===== src/rtl/dpe_sram_arbiter.sv =====
// Single-port SRAM arbiter for the DPE: scan loader (0), SPI host (1), core (2).
// One registered SRAM access per IDLE->ISSUE->RESP pass; scan first, SPI/core round-robin.
module dpe_sram_arbiter #(
    parameter int SRAM_WORD_LENGTH = 32,
    parameter int SRAM_ADDR_WIDTH  = 8
) (
    input  logic                          CLK,
    input  logic                          RESETn,
    input  logic                          init_done,
    input  logic [2:0]                    req_i,
    input  logic [2:0]                    we_i,
    input  logic [3*SRAM_ADDR_WIDTH-1:0]  addr_i,
    input  logic [3*SRAM_WORD_LENGTH-1:0] wdata_i,
    output logic [2:0]                    ack_o,
    output logic [SRAM_WORD_LENGTH-1:0]   rdata_o,
    output logic                          sram_cs,
    output logic                          sram_we,
    output logic [SRAM_ADDR_WIDTH-1:0]    sram_addr,
    output logic [SRAM_WORD_LENGTH-1:0]   sram_wdata,
    input  logic [SRAM_WORD_LENGTH-1:0]   sram_rdata,
    output logic                          busy_o,
    output logic [1:0]                    grant_id_o
);

    typedef enum logic [1:0] {
        ST_IDLE  = 2'd0,
        ST_ISSUE = 2'd1,
        ST_RESP  = 2'd2
    } state_t;

    state_t                        state_reg, state_next;
    logic                          rr_core_reg, rr_core_next;
    logic [1:0]                    grant_reg, grant_next;
    logic                          cs_reg, cs_next;
    logic                          we_reg, we_next;
    logic [SRAM_ADDR_WIDTH-1:0]    addr_reg, addr_next;
    logic [SRAM_WORD_LENGTH-1:0]   wdata_reg, wdata_next;

    logic [2:0]                    eligible;
    logic [1:0]                    pick;
    logic [SRAM_ADDR_WIDTH-1:0]    addr_arr  [3];
    logic [SRAM_WORD_LENGTH-1:0]   wdata_arr [3];

    for (genvar gi = 0; gi < 3; gi++) begin : g_unpack
        assign addr_arr[gi]  = addr_i[gi*SRAM_ADDR_WIDTH +: SRAM_ADDR_WIDTH];
        assign wdata_arr[gi] = wdata_i[gi*SRAM_WORD_LENGTH +: SRAM_WORD_LENGTH];
    end

    // Core requests stay invisible until the scan loader has finished init.
    assign eligible = req_i & {init_done, 2'b11};

    always_comb begin
        pick = 2'd0;
        if (eligible[0]) begin
            pick = 2'd0;
        end else if (eligible[1] && eligible[2]) begin
            pick = rr_core_reg ? 2'd2 : 2'd1;
        end else if (eligible[1]) begin
            pick = 2'd1;
        end else begin
            pick = 2'd2;
        end
    end

    always_comb begin
        state_next   = state_reg;
        rr_core_next = rr_core_reg;
        grant_next   = grant_reg;
        cs_next      = cs_reg;
        we_next      = we_reg;
        addr_next    = addr_reg;
        wdata_next   = wdata_reg;
        case (state_reg)
            ST_IDLE: begin
                if (|eligible) begin
                    state_next = ST_ISSUE;
                    grant_next = pick;
                    cs_next    = 1'b1;
                    we_next    = we_i[pick];
                    addr_next  = addr_arr[pick];
                    wdata_next = wdata_arr[pick];
                    // Scan grants leave the SPI/core fairness pointer untouched.
                    if (pick != 2'd0) begin
                        rr_core_next = (pick == 2'd1);
                    end
                end
            end
            ST_ISSUE: begin
                state_next = ST_RESP;
                cs_next    = 1'b0;
                we_next    = 1'b0;
            end
            ST_RESP: begin
                state_next = ST_IDLE;
            end
            default: begin
                state_next = ST_IDLE;
            end
        endcase
    end

    always_ff @(posedge CLK) begin
        if (!RESETn) begin
            state_reg   <= ST_IDLE;
            rr_core_reg <= 1'b0;
            grant_reg   <= 2'd0;
            cs_reg      <= 1'b0;
            we_reg      <= 1'b0;
            addr_reg    <= '0;
            wdata_reg   <= '0;
        end else begin
            state_reg   <= state_next;
            rr_core_reg <= rr_core_next;
            grant_reg   <= grant_next;
            cs_reg      <= cs_next;
            we_reg      <= we_next;
            addr_reg    <= addr_next;
            wdata_reg   <= wdata_next;
        end
    end

    assign sram_cs    = cs_reg;
    assign sram_we    = we_reg;
    assign sram_addr  = addr_reg;
    assign sram_wdata = wdata_reg;
    assign grant_id_o = grant_reg;
    assign busy_o     = (state_reg != ST_IDLE);
    assign ack_o      = (state_reg == ST_RESP) ? (3'b001 << grant_reg) : 3'b000;
    assign rdata_o    = (state_reg == ST_RESP) ? sram_rdata : '0;

endmodule


===== config.mk =====
export PLATFORM = sky130hd
export DESIGN_NAME = dpe_sram_arbiter
export DESIGN_NICKNAME = d
export VERILOG_FILES = /design/src/rtl/dpe_sram_arbiter.sv
export SDC_FILE = /design/constraint.sdc
export NUM_CORES = 1
export LEC_CHECK = 0
export CAP_MARGIN = 0
export CELL_PAD_IN_SITES_DETAIL_PLACEMENT = 1
export CELL_PAD_IN_SITES_GLOBAL_PLACEMENT = 2
export CORE_MARGIN = 2
export CORE_UTILIZATION = 15
export CTS_CLUSTER_DIAMETER = 120
export DETAILED_ROUTE_END_ITERATION = 16
export GPL_ROUTABILITY_DRIVEN = 0
export PLACE_DENSITY = 0.89
export SETUP_SLACK_MARGIN = 0.02
export SYNTH_ARGS = -nofsm -noshare
export SYNTH_HDL_FRONTEND = slang
export SYNTH_SLANG_ARGS = --single-unit

===== constraint.sdc =====
create_clock -name CLK -period 2.8 [get_ports CLK]
set_clock_uncertainty 0.2 [all_clocks]
set_input_delay 0.84 -clock CLK [delete_from_list [all_inputs] [get_ports CLK]]
set_output_delay 0.84 -clock CLK [all_outputs]
set_load 0.03 [all_outputs]

* Word-level counts from Yosys, hierarchy flattened
Index checks and enable logic that the tools add are counted.
Storage, ports and cells: bits of input ports 161, output and inout port bits 80, bits in registers 47, logic and storage cells 45
Cells by class: magnitude comparators 2, reduce and logical (&&, ||, !) cells 9, bitwise operators 2, equal/unequal tests 4, shift-type cells 1, muxes and demuxes 20
Operators by type and width (count):
- $mux 32 | 3
- $bmux 32 s2 | 1
- $bmux 8 s2 | 1
- $mux 8 | 2
- $mux 2 | 5
- $reduce_bool 2->1 | 3
- $eq 2x1->1 const B | 2
- $pmux 1 s2 | 2
- $pmux 2 s2 | 1
- $reduce_and 2->1 | 2
- $and 3x3->3 | 1
- $ge 3x3->1 const B | 1
- $lt 2x3->1 const B | 1
- $mux 1 | 3
- $mux 3 | 1
- $not 2->3 | 1
- $reduce_and 3->1 | 1
- $reduce_or 3->1 | 1
- $shl 1x2->3 const A | 1
- $bmux 1 s2 | 1
- $eq 2x2->1 const B | 1
- $logic_not 2->1 | 1
- $ne 2x2->1 const B | 1
- $logic_and 1x1->1 | 1

* Depth between registers and ports, before layout
Gate-level depths: netlist of run 1.
depth after elaboration 8, mapped depth 7

* Worst setup path after synthesis of run 1
OpenSTA, ideal clock, no wires.
path type in2reg, start point input req_i[2], end point register wdata_reg[1] (netlist: sram_wdata[1]), library setup time 0.079 ns, slack 0.394 ns, arrival time 2.127 ns, required time 2.521 ns, buffers on the path 3, cell stages on the path 7, path through a211oi_2 -> or2_0 -> clkbuf_1 -> buf_2 -> buf_1 -> nand3_1 -> o221ai_2
On the way: word-level cells in the longest chain between the ends 8, elaborated cells on any way between the ends 10, those cells by class mux (5); bitwise (2); reduce/logical (3)
RTL lines:
- start, declared | line 10 | input logic [2:0] req_i,
- $and 3x3->3 * | line 50 | assign eligible = req_i & {init_done, 2'b11};
- $logic_and 1x1->1 | line 56 | end else if (eligible[1] && eligible[2]) begin
- $mux 2 | line 56
- $mux 2 | line 54 | if (eligible[0]) begin
- $not 2->3 (not written as such) | line 81 | wdata_next = wdata_arr[pick];
- $bmux 32 s2 | line 81
- $mux 32 (not written as such) (2 in series) | line 81
- end signal, assigned | line 118 | wdata_reg <= wdata_next;
- end, declared | line 37 | logic [SRAM_WORD_LENGTH-1:0] wdata_reg, wdata_next;
Every way passes the cells marked *; elsewhere a longest branch is shown, timed or not. The select of a mux whose other input is x is not followed. A chain may end at the register's enable or synchronous reset.

* Worst setup path after layout of run 1
start point input sram_rdata[30], end point output rdata_o[30]
On the way: word-level cells in the longest chain between the ends 1
RTL lines:
- start, declared | line 20 | input logic [SRAM_WORD_LENGTH-1:0] sram_rdata,
- $mux 32 | line 129 | assign rdata_o = (state_reg == ST_RESP) ? sram_rdata : '0;
- end, declared | line 15 | output logic [SRAM_WORD_LENGTH-1:0] rdata_o,
Every way passes these cells.

==> impl_metrics.json, run 1 <==
{
  "syn_to_final_growth_pct": 104.6,
  "die-area_mm2": 0.01890,
  "grt_use_met1_pct": 13.40,
  "postCtsHoldBufs": 0,
  "grt-ovfl-total": 0,
  "antenna_found_initial": 0,
  "drtIter0Drc": 70,
  "startpoint_type": "input pin",
  "pre_cts_slack_ps": -6.988,
  "clk_latency_ps": 300,
  "crit_type": "in -> out",
  "syn_area_mm2": 0.002673,
  "port_buffers": 240,
  "syn-num-nets": 466,
  "p_per_area_mw_per_mm2": 429.3,
  "die_w_um": 137.5,
  "period_minus_slack_ps": 2667,
  "synth_cells": 305,
  "rsz0062_at_grt": "no",
  "tightest_slew_ps": 504.2,
  "synth.most_common_cell": "dfxtp_1",
  "end_kind": "output pin",
  "drtPass1Iterations": 4,
  "htreeDepth": 2,
  "slew_headroom_pct": 66.39,
  "synth_area_leader_cell": "dfxtp_1",
  "rows": 48,
  "whs_ps": 299.6,
  "synth_common_cells": "dfxtp_1 (47), nand3_1 (45), o21ai_0 (36)",
  "fin_ws_ps": 132.7,
  "grt_pass1_wl_mm": 19.20,
  "path_clk_slew_ps": 70,
  "arrival_ps": 1630,
  "ys_ff_latch": 47,
  "cts_buffer_depth": 2,
  "drc": 0,
  "final_antenna_net_count": 0,
  "hp-class": "reg -> reg",
  "min_period_over_period_pct": 95.26,
  "grt_max_degree": 50,
  "grt_util_all_layers_pct": 13.21,
  "avgSynthCellArea_um2": 8.763,
  "largest_register_ffs": 32,
  "cts_tree": "yes",
  "ys.flop_type": "dfxtp_1",
  "ys_warn_count": 0,
  "required_ps": 1760,
  "drive_gt1_share_pct": 15.11,
  "initial_utilization_pct": 15.40,
  "synth_edf_count": 0,
  "coreArea_mm2": 0.01736,
  "max_cap_viol_count": 0,
  "cts_root_buffer": "clkbuf_16",
  "async_flop_share_pct": 0,
  "hold_viol_final": 0,
  "post_drt_wl_per_cell_um": 17.06,
  "leakage_nw": 2.049,
  "ys_seq_area_share_pct": 35.21,
  "post_drt_via_cell_ratio": 4.372,
  "fmax_mhz": 374.9,
  "cts_buffers": 5,
  "grt_pass1_vias": 3709,
  "fin_nets": 696,
  "n_antenna_cell": 0,
  "die_h_um": 137.5,
  "synth_area_leaders": "dfxtp_1 (35%), o221ai_2 (11%), mux2i_1 (8.6%), nand3_1 (8.4%), and2_1 (7.5%)",
  "routed-via-count": 3327,
  "io_pins": 241,
  "crit_path_max_fanout": 1,
  "dp_hpwl_mm": 10.40,
  "irDropWorstVdd_v": 0.0002067,
  "postCtsResizedCells": 3,
  "totalWireLength_mm": 12.98,
  "setup_violations": 0,
  "clock_sinks": 47,
  "use_met3_pct": 4.268,
  "tns_ps": 0,
  "slew_viol_final": 0,
  "grt.busiest_layer": "met2",
  "status": "finished clean",
  "cts_setup_buffers": 0,
  "synth_top_area_share_pct": 35.21,
  "gr-usage-met2_pct": 25.37,
  "synthDistinctLibCells": 32
}
layout by cell type (no fill, tap or decap), types with 2 or more instances in the layout:
| cell type | n |
|---|---|
| a21oi_1 | 3 |
| a221oi_1 | 18 |
| and2_1 | 32 |
| buf_12 | 7 |
| buf_2 | 2 |
| buf_4 | 41 |
| clkbuf_16 | 5 |
| clkdlybuf4s50_1 | 203 |
| clkinvlp_4 | 2 |
| dfxtp_1 | 47 |
| dlygate4sd2_1 | 3 |
| mux2i_1 | 23 |
| nand2_1 | 22 |
| nand2b_1 | 2 |
| nand3_1 | 45 |
| nand4_1 | 2 |
| nor2_1 | 4 |
| nor3b_1 | 2 |
| o21ai_0 | 36 |
| o221ai_1 | 3 |
| o221ai_2 | 19 |
through the flow:
step	area, um2	instances	power (mW)	utilization [%]
floorplan	2673	305	1.242	-
global placement	5326	753	1.734	30.69
detailed placement	5326	753	1.761	30.69
CTS	5468	761	2.404	31.50
global route	5468	761	2.486	31.50
finish	5468	761	2.347	31.50
where the power goes:
group	internal (mW)	leakage, nW	total, mW	switching, mW
logic	0.470	1.59	0.938	0.468
clock network	0.330	0.0658	0.617	0.287
registers	0.748	0.389	0.792	0.0440
total	1.55	2.05	2.35	0.799
layout make-up:
type / instances / area, um2
inverter: 1 / 3.754
sequential: 47 / 940.9
timing repair buffer: 256 / 2516
clock inverter: 3 / 20.02
multi-input combinational: 224 / 1580
fill: 1971 / 11890
clock buffer: 5 / 125.1
tap: 225 / 281.5
cells by family (layout without fill, tap and decap cells):
group	Yosys count	in the layout	synth area share, %
AND/OR/NAND/NOR	117	117	23.13
multiplexers	23	23	8.614
flip-flops	47	47	35.21
AO/OA/AOI/OAI	84	84	27.39
buffers and inverters	34	265	5.664
per-layer routing:
| metal | vias to the layer above | share of wire (%) |
|---|---|---|
| met3 | 17 | 8.7 |
| met1 | 1576 | 36 |
| met5 | - | 0 |
| met2 | 139 | 53 |
| met4 | 0 | 1.8 |
| li1 | 1595 | - |
path summary, 6_finish.rpt:
path                                     start  slack [ps]              to  cells past startpoint
worst max register to register    state_reg[1]         800  sram_wdata[28]                      5
worst min-delay path              sram_addr[5]         300    sram_addr[5]                      2
worst min register to register    sram_addr[5]         300    sram_addr[5]                      2
worst max-delay path            sram_rdata[30]         130     rdata_o[30]                      3
critical path, cell delays in order:
cell,delay [ps]
clkdlybuf4s50_1,460
and2_1,150
buf_4,170
No activity file was read; power rests on OpenSTA's default activity.
==> inputs of run 2 (changes only) <==
--- a/config.mk
+++ b/config.mk
@@ -8,7 +8,7 @@
 export CAP_MARGIN = 0
 export CELL_PAD_IN_SITES_DETAIL_PLACEMENT = 1
 export CELL_PAD_IN_SITES_GLOBAL_PLACEMENT = 2
-export CORE_MARGIN = 2
+export CORE_MARGIN = 10
 export CORE_UTILIZATION = 15
 export CTS_CLUSTER_DIAMETER = 120
 export DETAILED_ROUTE_END_ITERATION = 16
==> run 2 against run 1 <==
Compared with the run above:
- clock power shrank 5.5%
- highest routed layer unchanged
- sequential power is essentially flat
- sequential share of layout area is essentially flat
- routed wire length grew 14%
- critical path type unchanged
- utilization grew 0.050 points
- worst setup slack gained 6.9 ps
- non-clock buffer count is the same
- count of clock-buffer cells in the layout grew 1
- die area grew 25%
==> impl_metrics.json, run 2 (same netlist as run 1, synthesis figures left out) <==
{
  "slew_viol_final": 0,
  "largest_register_ffs": 32,
  "setup_violations": 0,
  "p_comb_share_pct": 41.0,
  "drtPass1Iterations": 4,
  "clk_latency_ps": 290,
  "dp_hpwl_mm": 12.06,
  "die_h_um": 153.5,
  "max_cap_viol_count": 0,
  "tns_ps": 0,
  "intPower_mw": 1.547,
  "grt_pass1_vias": 3740,
  "slew_headroom_pct": 65.58,
  "p_per_area_mw_per_mm2": 425.7,
  "arrival_ps": 1620,
  "syn_to_final_growth_pct": 104.9,
  "max_stage_delay_ps": 480,
  "critical_path.top_delay_family": "buffers and inverters",
  "final-seq-area_um2": 940.9,
  "fin_ws_ps": 139.6,
  "path_cells": "clkdlybuf4s50_1 > and2_1 > buf_12",
  "netSwitchingFraction_pct": 33.64,
  "n_antenna_cell": 0,
  "die-area_mm2": 0.02356,
  "clkPwrFrac_pct": 25.0,
  "post_drt_via_cell_ratio": 4.386,
  "leakage_nw": 2.054,
  "initial_utilization_pct": 15.40,
  "drtIter0Drc": 116,
  "totalWireLength_mm": 14.84,
  "grt_pass1_wl_mm": 22.64,
  "cts_tree": "yes",
  "post_drt_wl_per_cell_um": 19.56,
  "tightest_slew_ps": 516.2,
  "final_common_cell": "clkdlybuf4s50_1",
  "grt_util_all_layers_pct": 12.04,
  "io_pins": 241,
  "grt_max_degree": 51,
  "status": "finished clean",
  "pre_cts_slack_ps": -39.98,
  "cp_num_buf_inv": 2,
  "crit_type": "in -> out",
  "fin_nets": 696,
  "hold_viol_final": 0,
  "coreArea_mm2": 0.01736,
  "die_w_um": 153.5,
  "crit_path_max_fanout": 1,
  "cts_buffers": 5,
  "routed-via-count": 3329,
  "startpoint_type": "input pin",
  "path_clk_slew_ps": 60,
  "antenna_found_initial": 0,
  "fillerInstances": 1977,
  "period_minus_slack_ps": 2660,
  "irDropWorstVdd_v": 0.0001917,
  "multiInputGateArea_mm2": 0.001580,
  "cts_buffer_depth": 2,
  "rsz0062_at_grt": "no",
  "cts_root_buffer": "clkbuf_16",
  "drive_gt1_share_pct": 14.61,
  "required_ps": 1760,
  "hp-class": "reg -> reg",
  "drc": 0,
  "final_antenna_net_count": 0,
  "grt-ovfl-total": 0,
  "port_buffers": 240,
  "cts_setup_buffers": 0,
  "switchingPower_mw": 0.7842,
  "cp_slowest_cell": "clkdlybuf4s50_1",
  "p_seq_share_pct": 34.0,
  "rows": 48,
  "final_cell_mix": "clkdlybuf4s50_1 (203), dfxtp_1 (47), nand3_1 (45), buf_4 (39), o21ai_0 (36)",
  "htreeDepth": 2,
  "end_kind": "output pin",
  "clock_sinks": 47,
  "fmax_mhz": 375.9,
  "min_period_over_period_pct": 95.02
}
[run 2: cell count changes in the layout (fill, tap and decap cells not counted), sizes merged]
cell and delta:
clkinvlp -2, clkbuf +1, clkinv -1
[run 2: routing by layer]
metal	share of wire, %	track usage, %
met1	39	12.83
met2	51	21.65
met3	8.2	4.910
met4	0.98	2.699
met5	0	0
[run 2: path summary, 6_finish.rpt]
check / to / from / depth (start not counted) / slack (ps)
setup / recovery: rdata_o[11] / sram_rdata[11] / 3 / 140
hold / removal: sram_cs / sram_cs / 1 / 300
setup reg to reg: sram_wdata[3] / state_reg[1] / 5 / 740
hold reg to reg: sram_cs / sram_cs / 1 / 300
[run 2: power by group through the flow]
| stage | combinational [mW] | clock [mW] | sequential [mW] |
|---|---|---|---|
| after CTS | 0.975 | 0.617 | 0.794 |
| after detailed placement | 0.972 | 0 | 0.809 |
| after floorplan | 0.294 | 0 | 0.948 |
| after global routing | 1.02 | 0.635 | 0.803 |
| after global placement | 0.951 | 0 | 0.803 |
| final | 0.956 | 0.583 | 0.792 |
[run 2: metrics by stage]
step | total power, mW | util (%) | hold slack, ps | instances | cell area, um2
3_3_place_gp | 1.755 | 30.83 | 266.7 | 753 | 5351
2_1_floorplan | 1.242 | - | 254.4 | 305 | 2673
3_5_place_dp | 1.780 | 30.83 | 287.5 | 753 | 5351
6_report | 2.331 | 31.55 | 298.2 | 759 | 5477
5_1_grt | 2.460 | 31.55 | 314.6 | 759 | 5477
4_1_cts | 2.385 | 31.55 | 307.3 | 759 | 5477
[run 2: cell type report]
type,instances,area share (%)
well taps,225,5.141
clock buffers,6,2.353
repair buffers,256,46.40
inverters,1,0.06854
flip-flops and latches,47,17.18
multi-input cells,224,28.86
[run 2: what timing repair did]
| action | in CTS | in global routing |
|---|---|---|
| hold buffers | 0 | 0 |
| endpoints found under the setup margin | 3 | 0 |
| gates resized for setup | 3 | 0 |
==> inputs of run 3 (changes only) <==
--- a/config.mk
+++ b/config.mk
@@ -14,7 +14,8 @@
 export DETAILED_ROUTE_END_ITERATION = 16
 export GPL_ROUTABILITY_DRIVEN = 0
 export PLACE_DENSITY = 0.89
-export SETUP_SLACK_MARGIN = 0.02
+export SETUP_SLACK_MARGIN = 0.15
 export SYNTH_ARGS = -nofsm -noshare
 export SYNTH_HDL_FRONTEND = slang
 export SYNTH_SLANG_ARGS = --single-unit
+export TNS_END_PERCENT = 100
==> run 3 against run 2 <==
Compared with the run above:
- design area rose by 0.64%
- combinational power rose by 0.5%
- sequential power barely moved
- flip-flop and latch count did not move
- non-clock buffer count did not move
- fmax rose by 0.61%
- utilization rose by 0.20 points
- largest power group unchanged
==> impl_metrics.json, run 3 (same netlist as run 1, synthesis figures left out) <==
{
  "clock_sinks": 47,
  "period_minus_slack_ps": 2644,
  "cts_root_buffer": "clkbuf_16",
  "die-area_mm2": 0.02356,
  "pre_cts_slack_ps": -39.98,
  "clk_latency_ps": 290,
  "routed-via-count": 3332,
  "post_drt_via_cell_ratio": 4.390,
  "whs_ps": 298.2,
  "totalWireLength_mm": 14.93,
  "crit_type": "in -> out",
  "status": "finished clean",
  "cts_buffer_depth": 2,
  "p_comb_share_pct": 41.1,
  "p_total_mw": 2.337,
  "grt-ovfl-total": 0,
  "path_clk_slew_ps": 60,
  "drtIter0Drc": 113,
  "largest_register_ffs": 32,
  "grt_pass1_wl_mm": 22.65,
  "cts_setup_buffers": 0,
  "htreeDepth": 2,
  "drive_gt1_share_pct": 16.10,
  "coreArea_mm2": 0.01736,
  "antenna_found_initial": 0,
  "intPower_mw": 1.550,
  "slew_viol_final": 0,
  "io_pins": 241,
  "hold_viol_final": 0,
  "crit_end": "rdata_o[3]",
  "rows": 48,
  "min_period_over_period_pct": 94.44,
  "crit_path_max_fanout": 1,
  "hp-start": "sram_cs",
  "initial_utilization_pct": 15.40,
  "final_antenna_net_count": 0,
  "r2r-start": "state_reg[1]",
  "required_ps": 1760,
  "final_cell_mix": "clkdlybuf4s50_1 (201), dfxtp_1 (47), nand3_1 (45), o21ai_0 (36), buf_4 (32)",
  "fin_ws_ps": 155.7,
  "startpoint_type": "input pin",
  "grt_util_all_layers_pct": 12.05,
  "rsz0062_at_grt": "yes",
  "hp-class": "reg -> reg",
  "syn_to_final_growth_pct": 106.2,
  "die_w_um": 153.5,
  "fin_area_mm2": 0.005512,
  "leakage_nw": 2.073,
  "r2r_slack_ps": 740,
  "dp_hpwl_mm": 12.06,
  "post-route-util_pct": 31.75,
  "switchingPower_mw": 0.7864,
  "instances_no_fill": 759,
  "cp-startpoint": "sram_rdata[3]",
  "die_h_um": 153.5,
  "final_common_cell": "clkdlybuf4s50_1",
  "post_drt_wl_per_cell_um": 19.67,
  "drtPass1Iterations": 4,
  "dp.cells": 753,
  "cts_tree": "yes",
  "grt_pass1_vias": 3740,
  "reg2reg_to": "sram_wdata[3]",
  "fin_nets": 696,
  "irDropWorstVdd_v": 0.0001918,
  "clkPwrFrac_pct": 25.0,
  "drc": 0,
  "grt_max_degree": 51,
  "port_buffers": 240,
  "setup_violations": 0,
  "arrival_ps": 1600,
  "tightest_slew_ps": 516.2,
  "worstRegToRegCells": 5,
  "fmax_mhz": 378.2,
  "p_per_area_mw_per_mm2": 423.9,
  "slew_headroom_pct": 65.58,
  "n_antenna_cell": 0,
  "place_area_mm2": 0.005351,
  "end_kind": "output pin",
  "p_seq_share_pct": 33.9,
  "max_cap_viol_count": 0,
  "cts_buffers": 5,
  "netSwitchingFraction_pct": 33.66,
  "tns_ps": 0,
  "postCtsHoldBufs": 0
}
run 3: changes by cell type in the layout (fill, tap and decap cells not counted), sizes merged:
| cell | delta |
|---|---|
| clkdlybuf4s50 | -2 |
| dlymetal6s2s | +1 |
| clkbuf | +2 |
| dlygate4sd2 | -1 |
run 3: worst max-delay path: stages:
cell	delay (ps)
clkdlybuf4s50_1	450
and2_1	140
buf_4	170
run 3: area by class of cell:
cell class / count / area (um2)
fillers: 1966 / 11850
repair buffers: 256 / 2561
multi-input cells: 224 / 1595
flip-flops and latches: 47 / 940.9
well taps: 225 / 281.5
clock buffers: 6 / 128.9
inverters: 1 / 3.754
run 3: power by group through the flow:
stage / logic [mW] / registers (mW) / clock network [mW]
after global routing: 1.03 / 0.803 / 0.635
after global placement: 0.951 / 0.803 / 0
after floorplan: 0.294 / 0.948 / 0
after detailed placement: 0.972 / 0.809 / 0
final: 0.961 / 0.792 / 0.583
after CTS: 0.975 / 0.794 / 0.617
run 3: metal layers:
| metal | routed length [um] | up-vias | track usage (%) |
|---|---|---|---|
| met1 | 5876 | 1592 | 12.83 |
| met3 | 1225 | 10 | 4.910 |
| met5 | 0 | - | 0 |
| met4 | 145 | 0 | 2.699 |
| met2 | 7685 | 136 | 21.67 |
| li1 | - | 1594 | - |
run 3: worst min path at each step:
stage,endpoint,slack (ps),depth (start not counted)
global placement,sram_wdata[28],270,2
detailed placement,sram_addr[4],290,2
CTS,sram_cs,310,1
global route,sram_wdata[4],310,2
finish,sram_cs,300,1
floorplan,rr_core_reg,250,2
run 3: repair_timing:
| action | CTS | global route |
|---|---|---|
| pin swaps | 0 | 0 |
| gates resized for setup | 7 | 17 |
| hold endpoints to repair | 0 | 0 |
| setup endpoints to repair | 7 | 29 |
